==> src/rtl/ifq_pkg.sv <==
// Shared types and constants for the instruction prefetch queue.
package ifq_pkg;

  typedef enum logic [1:0] {
    IDLE    = 2'd0,
    WAIT    = 2'd1,
    DISCARD = 2'd2
  } ifq_state_e;

  localparam logic [31:0] PC_STEP = 32'd4;

  typedef struct packed {
    logic [31:0] pc;
    logic [31:0] instr;
  } ifq_entry_t;

endpackage

==> src/rtl/ifq_fifo.sv <==
// DEPTH-entry FIFO of {pc, instr} with count, push, pop and synchronous flush.
// Push while full is accepted only together with a pop; flush beats both.
module ifq_fifo
  import ifq_pkg::*;
#(
  parameter int DEPTH = 4,
  localparam int AW = (DEPTH > 1) ? $clog2(DEPTH) : 1,
  localparam int CW = AW + 1
) (
  input  logic          clk,
  input  logic          reset,
  input  logic          flush,
  input  logic          push,
  input  ifq_entry_t    push_entry,
  input  logic          pop,
  output ifq_entry_t    head,
  output logic [CW-1:0] count
);

  ifq_entry_t    mem_q [DEPTH];
  ifq_entry_t    mem_d [DEPTH];
  logic [AW-1:0] wr_ptr_q, wr_ptr_d;
  logic [AW-1:0] rd_ptr_q, rd_ptr_d;
  logic [CW-1:0] count_q, count_d;
  logic          wr_en_s;
  logic          rd_en_s;

  assign rd_en_s = pop && (count_q != {CW{1'b0}});
  assign wr_en_s = push && ((count_q < CW'(DEPTH)) || rd_en_s);
  assign head    = mem_q[rd_ptr_q];
  assign count   = count_q;

  // Next-state for pointers, count and storage.
  always_comb begin
    mem_d    = mem_q;
    wr_ptr_d = wr_ptr_q;
    rd_ptr_d = rd_ptr_q;
    count_d  = count_q;
    if (flush) begin
      wr_ptr_d = {AW{1'b0}};
      rd_ptr_d = {AW{1'b0}};
      count_d  = {CW{1'b0}};
    end else begin
      if (wr_en_s) begin
        mem_d[wr_ptr_q] = push_entry;
        wr_ptr_d        = wr_ptr_q + AW'(1);
      end else begin
        wr_ptr_d = wr_ptr_q;
      end
      if (rd_en_s) begin
        rd_ptr_d = rd_ptr_q + AW'(1);
      end else begin
        rd_ptr_d = rd_ptr_q;
      end
      case ({wr_en_s, rd_en_s})
        2'b10:   count_d = count_q + CW'(1);
        2'b01:   count_d = count_q - CW'(1);
        default: count_d = count_q;
      endcase
    end
  end

  // State registers.
  always_ff @(posedge clk or negedge reset) begin
    if (!reset) begin
      for (int i = 0; i < DEPTH; i++) begin
        mem_q[i] <= '{pc: 32'd0, instr: 32'd0};
      end
      wr_ptr_q <= {AW{1'b0}};
      rd_ptr_q <= {AW{1'b0}};
      count_q  <= {CW{1'b0}};
    end else begin
      mem_q    <= mem_d;
      wr_ptr_q <= wr_ptr_d;
      rd_ptr_q <= rd_ptr_d;
      count_q  <= count_d;
    end
  end

endmodule

==> src/rtl/ifetch_queue.sv <==
// Instruction prefetch queue: fetch FSM, fetch PC and memory bus on top of ifq_fifo.
// Optional macro IFQ_BYPASS_EN forwards an ack straight to IF when the queue is empty.
module ifetch_queue
  import ifq_pkg::*;
#(
  parameter int          DEPTH    = 4,
  parameter logic [31:0] RESET_PC = 32'h0000_0000
) (
  input  logic        clk,
  input  logic        reset,
  input  logic        redirect_valid,
  input  logic [31:0] redirect_pc,
  output logic        mem_req,
  output logic [31:0] mem_addr,
  input  logic        mem_ack,
  input  logic [31:0] mem_rdata,
  output logic        instr_valid,
  output logic [31:0] instr_data,
  output logic [31:0] instr_pc,
  input  logic        instr_ready
);

  localparam int AW = (DEPTH > 1) ? $clog2(DEPTH) : 1;
  localparam int CW = AW + 1;

  ifq_state_e    state_q, state_d;
  logic          mem_req_q, mem_req_d;
  logic [31:0]   mem_addr_q, mem_addr_d;
  logic [31:0]   fetch_pc_q, fetch_pc_d;
  logic          ack_s;
  logic          flush_s;
  logic          push_s;
  logic          fifo_pop_s;
  logic          bypass_s;
  logic [CW-1:0] count_s;
  logic [CW-1:0] post_cnt_s;
  logic [31:0]   next_addr_s;
  ifq_entry_t    head_s;

  assign ack_s       = mem_ack && mem_req_q;
  assign next_addr_s = mem_addr_q + PC_STEP;
  assign fifo_pop_s  = instr_ready && (count_s != {CW{1'b0}});
  assign mem_req     = mem_req_q;
  assign mem_addr    = mem_addr_q;

`ifdef IFQ_BYPASS_EN
  assign bypass_s = (count_s == {CW{1'b0}}) && (state_q == WAIT) && ack_s && !redirect_valid;
`else
  assign bypass_s = 1'b0;
`endif

  ifq_fifo #(.DEPTH(DEPTH)) u_fifo (
    .clk        (clk),
    .reset      (reset),
    .flush      (flush_s),
    .push       (push_s),
    .push_entry ('{pc: mem_addr_q, instr: mem_rdata}),
    .pop        (fifo_pop_s),
    .head       (head_s),
    .count      (count_s)
  );

  // Head presentation, with the empty-queue bypass overriding the FIFO head.
  always_comb begin
    if (bypass_s) begin
      instr_valid = 1'b1;
      instr_data  = mem_rdata;
      instr_pc    = mem_addr_q;
    end else begin
      instr_valid = (count_s != {CW{1'b0}});
      instr_data  = head_s.instr;
      instr_pc    = head_s.pc;
    end
  end

  // Fetch FSM next-state; redirect outranks push and pop.
  always_comb begin
    state_d    = state_q;
    mem_req_d  = mem_req_q;
    mem_addr_d = mem_addr_q;
    fetch_pc_d = fetch_pc_q;
    flush_s    = 1'b0;
    push_s     = 1'b0;
    post_cnt_s = count_s;
    case (state_q)
      IDLE: begin
        if (redirect_valid) begin
          flush_s    = 1'b1;
          fetch_pc_d = redirect_pc;
          mem_req_d  = 1'b1;
          mem_addr_d = redirect_pc;
          state_d    = WAIT;
        end else if (count_s < CW'(DEPTH)) begin
          mem_req_d  = 1'b1;
          mem_addr_d = fetch_pc_q;
          state_d    = WAIT;
        end else begin
          state_d = IDLE;
        end
      end
      WAIT: begin
        if (redirect_valid) begin
          flush_s    = 1'b1;
          fetch_pc_d = redirect_pc;
          if (ack_s) begin
            mem_addr_d = redirect_pc;
            state_d    = WAIT;
          end else begin
            state_d = DISCARD;
          end
        end else if (ack_s) begin
          // A bypassed word taken by IF this cycle never enters the FIFO.
          push_s     = !(bypass_s && instr_ready);
          fetch_pc_d = next_addr_s;
          post_cnt_s = count_s + CW'(push_s) - CW'(fifo_pop_s);
          if (post_cnt_s < CW'(DEPTH)) begin
            mem_addr_d = next_addr_s;
            state_d    = WAIT;
          end else begin
            mem_req_d = 1'b0;
            state_d   = IDLE;
          end
        end else begin
          state_d = WAIT;
        end
      end
      DISCARD: begin
        if (redirect_valid) begin
          flush_s    = 1'b1;
          fetch_pc_d = redirect_pc;
          if (ack_s) begin
            mem_addr_d = redirect_pc;
            state_d    = WAIT;
          end else begin
            state_d = DISCARD;
          end
        end else if (ack_s) begin
          mem_addr_d = fetch_pc_q;
          state_d    = WAIT;
        end else begin
          state_d = DISCARD;
        end
      end
      default: begin
        state_d   = IDLE;
        mem_req_d = 1'b0;
      end
    endcase
  end

  // FSM and bus registers.
  always_ff @(posedge clk or negedge reset) begin
    if (!reset) begin
      state_q    <= IDLE;
      mem_req_q  <= 1'b0;
      mem_addr_q <= RESET_PC;
      fetch_pc_q <= RESET_PC;
    end else begin
      state_q    <= state_d;
      mem_req_q  <= mem_req_d;
      mem_addr_q <= mem_addr_d;
      fetch_pc_q <= fetch_pc_d;
    end
  end

endmodule
==> config.mk <==
export PLATFORM = sky130hd
export DESIGN_NAME = ifetch_queue
export DESIGN_NICKNAME = d
export VERILOG_FILES = /design/src/rtl/ifq_pkg.sv /design/src/rtl/ifq_fifo.sv /design/src/rtl/ifetch_queue.sv
export SDC_FILE = /design/constraint.sdc
export NUM_CORES = 1
export LEC_CHECK = 0
export ABC_CLOCK_PERIOD_IN_PS = 3000
export BUFFER_PORTS_ARGS = -buffer_cell sky130_fd_sc_hd__buf_2
export CORE_MARGIN = 2
export CORE_UTILIZATION = 35
export DETAILED_ROUTE_END_ITERATION = 10
export SETUP_SLACK_MARGIN = 0.02
export SYNTH_ARGS = -nofsm -noshare
export SYNTH_HDL_FRONTEND = slang
export SYNTH_SLANG_ARGS = --single-unit
==> constraint.sdc <==
create_clock -name clk -period 3 [get_ports clk]
set_input_delay 0.3 -clock clk [delete_from_list [all_inputs] [get_ports clk]]
set_output_delay 0.3 -clock clk [all_outputs]
set_load 0.005 [all_outputs]
; ---- Word-level counts from Yosys, hierarchy flattened
; Index checks and enable logic that the tools add are counted.
; Widths: inputs -> output; s select.
[op_classes]
n_addsub = 6
magnitude_cmp = 5
n_eq_ne = 12
mux = 43
bitwise_logic = 4
reduce_logical = 19
[op_table]
columns = cell, n
row1 = $mux 32, 11
row2 = $bwmux 256, 1
row3 = $mux 64, 3
row4 = $bmux 64 s2, 1
row5 = $demux 64 s2, 1
row6 = $pmux 32 s3, 1
row7 = $pmux 32 s2, 1
row8 = $add 32x3->32 const B, 1
row9 = $mux 2, 7
row10 = $mux 1, 13
row11 = $ne 3x3->1 const B, 4
row12 = $reduce_and 5->1, 2
row13 = $reduce_bool 3->1, 3
row14 = $ge 3x3->1 const B, 2
row15 = $lt 3x3->1 const B, 2
row16 = $ne 2x2->1 const B, 3
row17 = $not 2->3, 2
row18 = $pmux 2 s3, 1
row19 = $pmux 3 s2, 1
row20 = $reduce_bool 2->1, 3
row21 = $logic_and 1x1->1, 5
row22 = $add 2x1->2 const B, 2
row23 = $eq 2x1->1 const B, 2
row24 = $eq 2x2->1 const B, 2
row25 = other kinds (14), 15
[word_totals]
regBits = 330

; ---- Logic depth before layout (Yosys ltp)
[depth]
ltp_word = 8
ltp_mapped = 12

; ---- By module
; A second synthesis with hierarchy kept.
[hier_totals]
cells_unflattened = 1347
area_unflattened_um2 = 17280.3
[modules_own_cells]
columns = module, n_inst, cells_each, area_each_um2
row1 = ifq_fifo, 1, 677, 11935.2
row2 = ifetch_queue, 1, 670, 5345.1

; ---- Worst setup path after synthesis
; OpenSTA, ideal clock, no wires.
[synth_timing]
kind = reg-to-reg
from = reg u_fifo.count_q[0] (netlist: u_fifo.count[0])
to = reg mem_addr_q[10] (netlist: mem_addr[10])
setup_ns = 0.121
t_arrival_ns = 2.082
path_slack_ns = 0.797
stages_incl_launch_ff = 11
n_path_buf = 2
period_less_slack_ns = 2.203
path_cell_list = dfrtp_1 inv_1 ha_1 or3_1 a211o_1 nand4_2 and2_1 buf_4 buf_4 a21oi_1 a22o_1
[synth_between]
elab_chain_len = 6
word_cells_on_any_way = 9
cone_classes = 2 x add/sub / 2 x order compare / 2 x eq/ne / 3 x reduce/logical
[synth_lines]
columns = element, line_no
row1 = "start, declared", ifq_fifo.sv:24  ; logic [CW-1:0] count_q, count_d;
row2 = "start signal, assigned", ifq_fifo.sv:71  ; count_q <= {CW{1'b0}};
row3 = "start signal, assigned", ifq_fifo.sv:76  ; count_q <= count_d;
row4 = branches (longest 5 deep; another with $add 3x1->3), n/a
row5 = $reduce_and 5->1 (no line) *, n/a
row6 = "end signal, assigned", ifetch_queue.sv:161  ; mem_addr_q <= mem_addr_d;
row7 = "end, declared", ifetch_queue.sv:28  ; logic [31:0] mem_addr_q, mem_addr_d;
; Mark *: on every way between the ends.
; A chain may end at the register's enable or synchronous reset.

; ---- Worst setup path in the final report
[layout_timing]
from = reg mem_addr_q[3] (netlist: mem_addr[3])
to = reg mem_addr_q[22] (netlist: mem_addr[22])
[layout_between]
elab_chain_len = 5
[layout_lines]
columns = element, line_no
row1 = $add 32x3->32, ifetch_queue.sv:41  ; assign next_addr_s = mem_addr_q + PC_STEP;
row2 = $mux 32, ifetch_queue.sv:116  ; if (post_cnt_s < CW'(DEPTH)) begin
row3 = $mux 32, ifetch_queue.sv:111  ; end else if (ack_s) begin
row4 = $mux 32, ifetch_queue.sv:102  ; if (redirect_valid) begin
row5 = $pmux 32 s3, ifetch_queue.sv:85  ; case (state_q)
; Every way passes these cells. The select of a mux whose other input is x is not followed.

==> reports/results.tsv <==
stage	metric	value	unit
placement	dp.cells	2073	
pwr	ir_drop	0.6703	mV
finish	final_nets	1613	
timing	slew_violations	0	
pwr	p_clk_share	23.8	%
synth	synth_warnings	0	
route	num_vias	11790	
timing	period_minus_slack	2.646	ns
setup_path	crit_required	3.44	ns
global_routing	grt_pass1_vias	11990	
cts	cts.sinks	330	
timing	fin_setup_tns	0	ns
setup_path	r2r-start	mem_addr[3]	
global_routing	overflow	0	
global_routing	grt_max_degree	84	
synth	syn_inst	1363	
floorplanning	start_util	35.47	%
pwr	seq_power_share	35.0	%
synth	synth.avg_cell_area	12.12	um^2
route	drtIter0Drc	971	
synth	synth_xor_xnor_area_share	1.220	%
setup_path	path_class	register to register	
min_path	worstHoldPathCells	2	
placement	place_ws	0.3850	ns
timing	finalCritPeriodShare	88.21	%
setup_path	cp_max_fo	10	
route	wl	44.31	mm
synth	synth.top_cells.by_area	dfrtp_1, mux2_2, mux4_2, nand2_1, o21ai_0	
cts	ctsResizeCount	0	
synth	synthTopCellsByCount	dfrtp_1, mux2_2, nand2_1	
cts	clockBufferDepth	3	
cts	clk_pin_slew	0.06	ns
pwr	p_int	0.01234	W
cts	insertion_delay	0.56	ns
synth	synth_edf_count	0	
placement	globalplace.congestion	0.8429	
setup_path	endpoint_kind	register	
setup_path	r2r_slack	0.35	ns
pwr	power	0.01982	W
global_routing	grt_usage	18.06	%
floorplanning	dieArea	48930	um^2
cts	cts_buffers	38	
route	drt_pass1_iterations	6	
synth	synth_top_area_share	50.01	%
synth	synth.most_common_cell	dfrtp_1	
synth	ys_seq_area_share	50.01	%
finish	n_antenna_cell	0	
route	routedWlPerCell	20.45	um
synth	synth_top_family_by_area	multiplexers	
synth	synth_top_cell_by_area	dfrtp_1	
route	vias_per_cell	5.441	
pwr	leakage	9.106	nW
synth	synthMuxAreaShare	26.22	%
floorplanning	fp.coreArea	46560	um^2
route	ant_nets	0	
timing	clock_skew	0.02111	ns
run_status	status	finished clean	
route	drc_errors	0	
job	drv_cap	0	
synth	synthSimpleGateAreaFrac	7.713	%
cts	htree_levels	2	
pwr	swShare	37.76	%
timing	grt_setup_unrepaired	false	
pwr	p_sw	0.007485	W
timing	worst-slew-pin-transition	1.011	ns
setup_path	r2r-end	mem_addr[22]	
finish	drive_above_1_share	39.17	%
min_path	hp-class	input pin to register	
finish	layout.cells.non_filler	2167	
floorplanning	die_w	221.2	um
cts	post-cts-setup-buffers	0	
synth	yosys.area_share.adder	0.9092	%
pwr	pwr-share-comb	41.2	%
synth	synthFlopType	dfrtp_1	
timing	hold_ws	0.03131	ns
timing	final-setup-viol-count	0	
synth	syn-num-nets	1444	
finish	areaGrowthSynthToFinish	19.25	%
pwr	p_per_area	1007	nW/um^2
cts	clockRootBuffer	clkbuf_16	
setup_path	worst-r2r-cell-count	7	
timing	setup_ws	0.3537	ns
setup_path	cp-start-kind	register	
synth	syn_area	16510	um^2
global_routing	antenna_found_initial	0	
timing	slew_headroom	32.21	%
synth	ys_ff_latch	330	
setup_path	critPathArrivalTime	3.09	ns
floorplanning	core.rowCount	79	
placement	dp_hpwl	29.41	mm
timing	fmax	377.9	MHz
cts	cts_tree	built	
min_path	min_from	mem_rdata[1]	
placement	port_buffers	166	
synth	synthArstFlopShare	100.0	%
min_path	holdPathEnd	u_fifo.mem_q[129]	
synth	synth_compound_area_share	10.37	%
timing	hold_violations	0	
synth	synth_cell_types	69	
floorplanning	boundaryPins	167	
floorplanning	die_h	221.2	um
global_routing	grt_first_pass_wirelength	70.19	mm
## through the flow
step | utilization, % | instance area [um^2]
global placement | 38.99 | 18150
finish | 42.30 | 19690
floorplan | - | 16510
CTS | 42.30 | 19690
detailed placement | 38.99 | 18150
global route | 42.30 | 19690
## metal layers
| layer | GRT usage [%] | vias to the layer above | wire length [um] |
|---|---|---|---|
| li1 | - | 5365 | - |
| met1 | 25.38 | 5985 | 20260 |
| met2 | 28.76 | 373 | 20560 |
| met3 | 3.054 | 68 | 2609 |
| met4 | 5.174 | 0 | 882 |
| met5 | 0 | - | 0 |
## logic make-up after synthesis
kind of cell / after synthesis
compound gates: 275
xor+xnor: 23
fa+ha+maj: 12
buf+inv: 135
flops: 330
mux: 322
simple gates: 266
## flip-flops by register name, indices dropped and copies added, names as in the netlist
| signal | flops |
|---|---|
| state_q | 2 |
| u_fifo.wr_ptr_q | 2 |
| u_fifo.rd_ptr_q | 2 |
| u_fifo.mem_q | 256 |
| u_fifo.count | 3 |
| mem_req | 1 |
| fetch_pc_q | 32 |
| mem_addr | 32 |
## worst max-delay path by stage
stage | startpoint | end | slack (ns) | cells after the start
after CTS | u_fifo.rd_ptr_q[0] | instr_pc[17] | 0.30 | 3
after detailed placement | mem_addr[2] | mem_addr[24] | 0.39 | 7
final | mem_addr[3] | mem_addr[22] | 0.35 | 7
after floorplan | u_fifo.count[0] | mem_addr[10] | 0.80 | 10
after global routing | mem_addr[3] | mem_addr[24] | 0.22 | 7
after global placement | u_fifo.count[0] | mem_addr[4] | 0.48 | 9
## cell usage in the layout, fill, tap and decap left out, types with 11 or more instances in the layout
| cell type | count |
|---|---|
| mux2_2 | 244 |
| dlygate4sd3_1 | 26 |
| o22ai_1 | 25 |
| o31ai_1 | 11 |
| mux4_2 | 64 |
| dfrtp_1 | 328 |
| a21oi_1 | 70 |
| nand2_1 | 102 |
| o21ai_0 | 76 |
| mux2i_1 | 14 |
| nor3_1 | 12 |
| xnor2_1 | 14 |
| clkbuf_16 | 38 |
| inv_1 | 18 |
| nor2b_1 | 14 |
| buf_2 | 165 |
| ha_1 | 12 |
| a211oi_1 | 17 |
| buf_4 | 45 |
| nand3_1 | 25 |
| nand2b_1 | 13 |
| nor2_1 | 53 |
## critical path, stage by stage, from the launching register on
cell and delay, ns:
dfrtp_1 0.58, ha_1 0.30, nand4_1 0.18, nor3_2 0.56
nand2_1 0.22, nor3_1 0.30, a21oi_1 0.10, o21ai_0 0.28
## layout make-up
type	count	area, um^2
clock buffer	51	1090
timing repair buffer	245	1599
tap	607	759.5
inverter	19	71.32
sequential	330	8265
clock inverter	17	192.7
multi-input combinational	898	7715
fill	4340	26860
## power by group through the flow
stage               sequential (W)  combinational [W]  clock [W]
detailed placement         0.00702            0.00812          0
CTS                        0.00694            0.00817    0.00487
floorplan                  0.00635            0.00569          0
global placement           0.00695            0.00799          0
global route               0.00714            0.00892    0.00505
finish                     0.00694            0.00817    0.00472
## timing repair
| item | 4_1_cts | 5_1_grt |
|---|---|---|
| endpoints found under the hold margin | 152 | 0 |
| endpoints found under the setup margin | 0 | 0 |
| hold buffers | 26 | 0 |
Note: power is estimated with default switching activity, not from simulation.
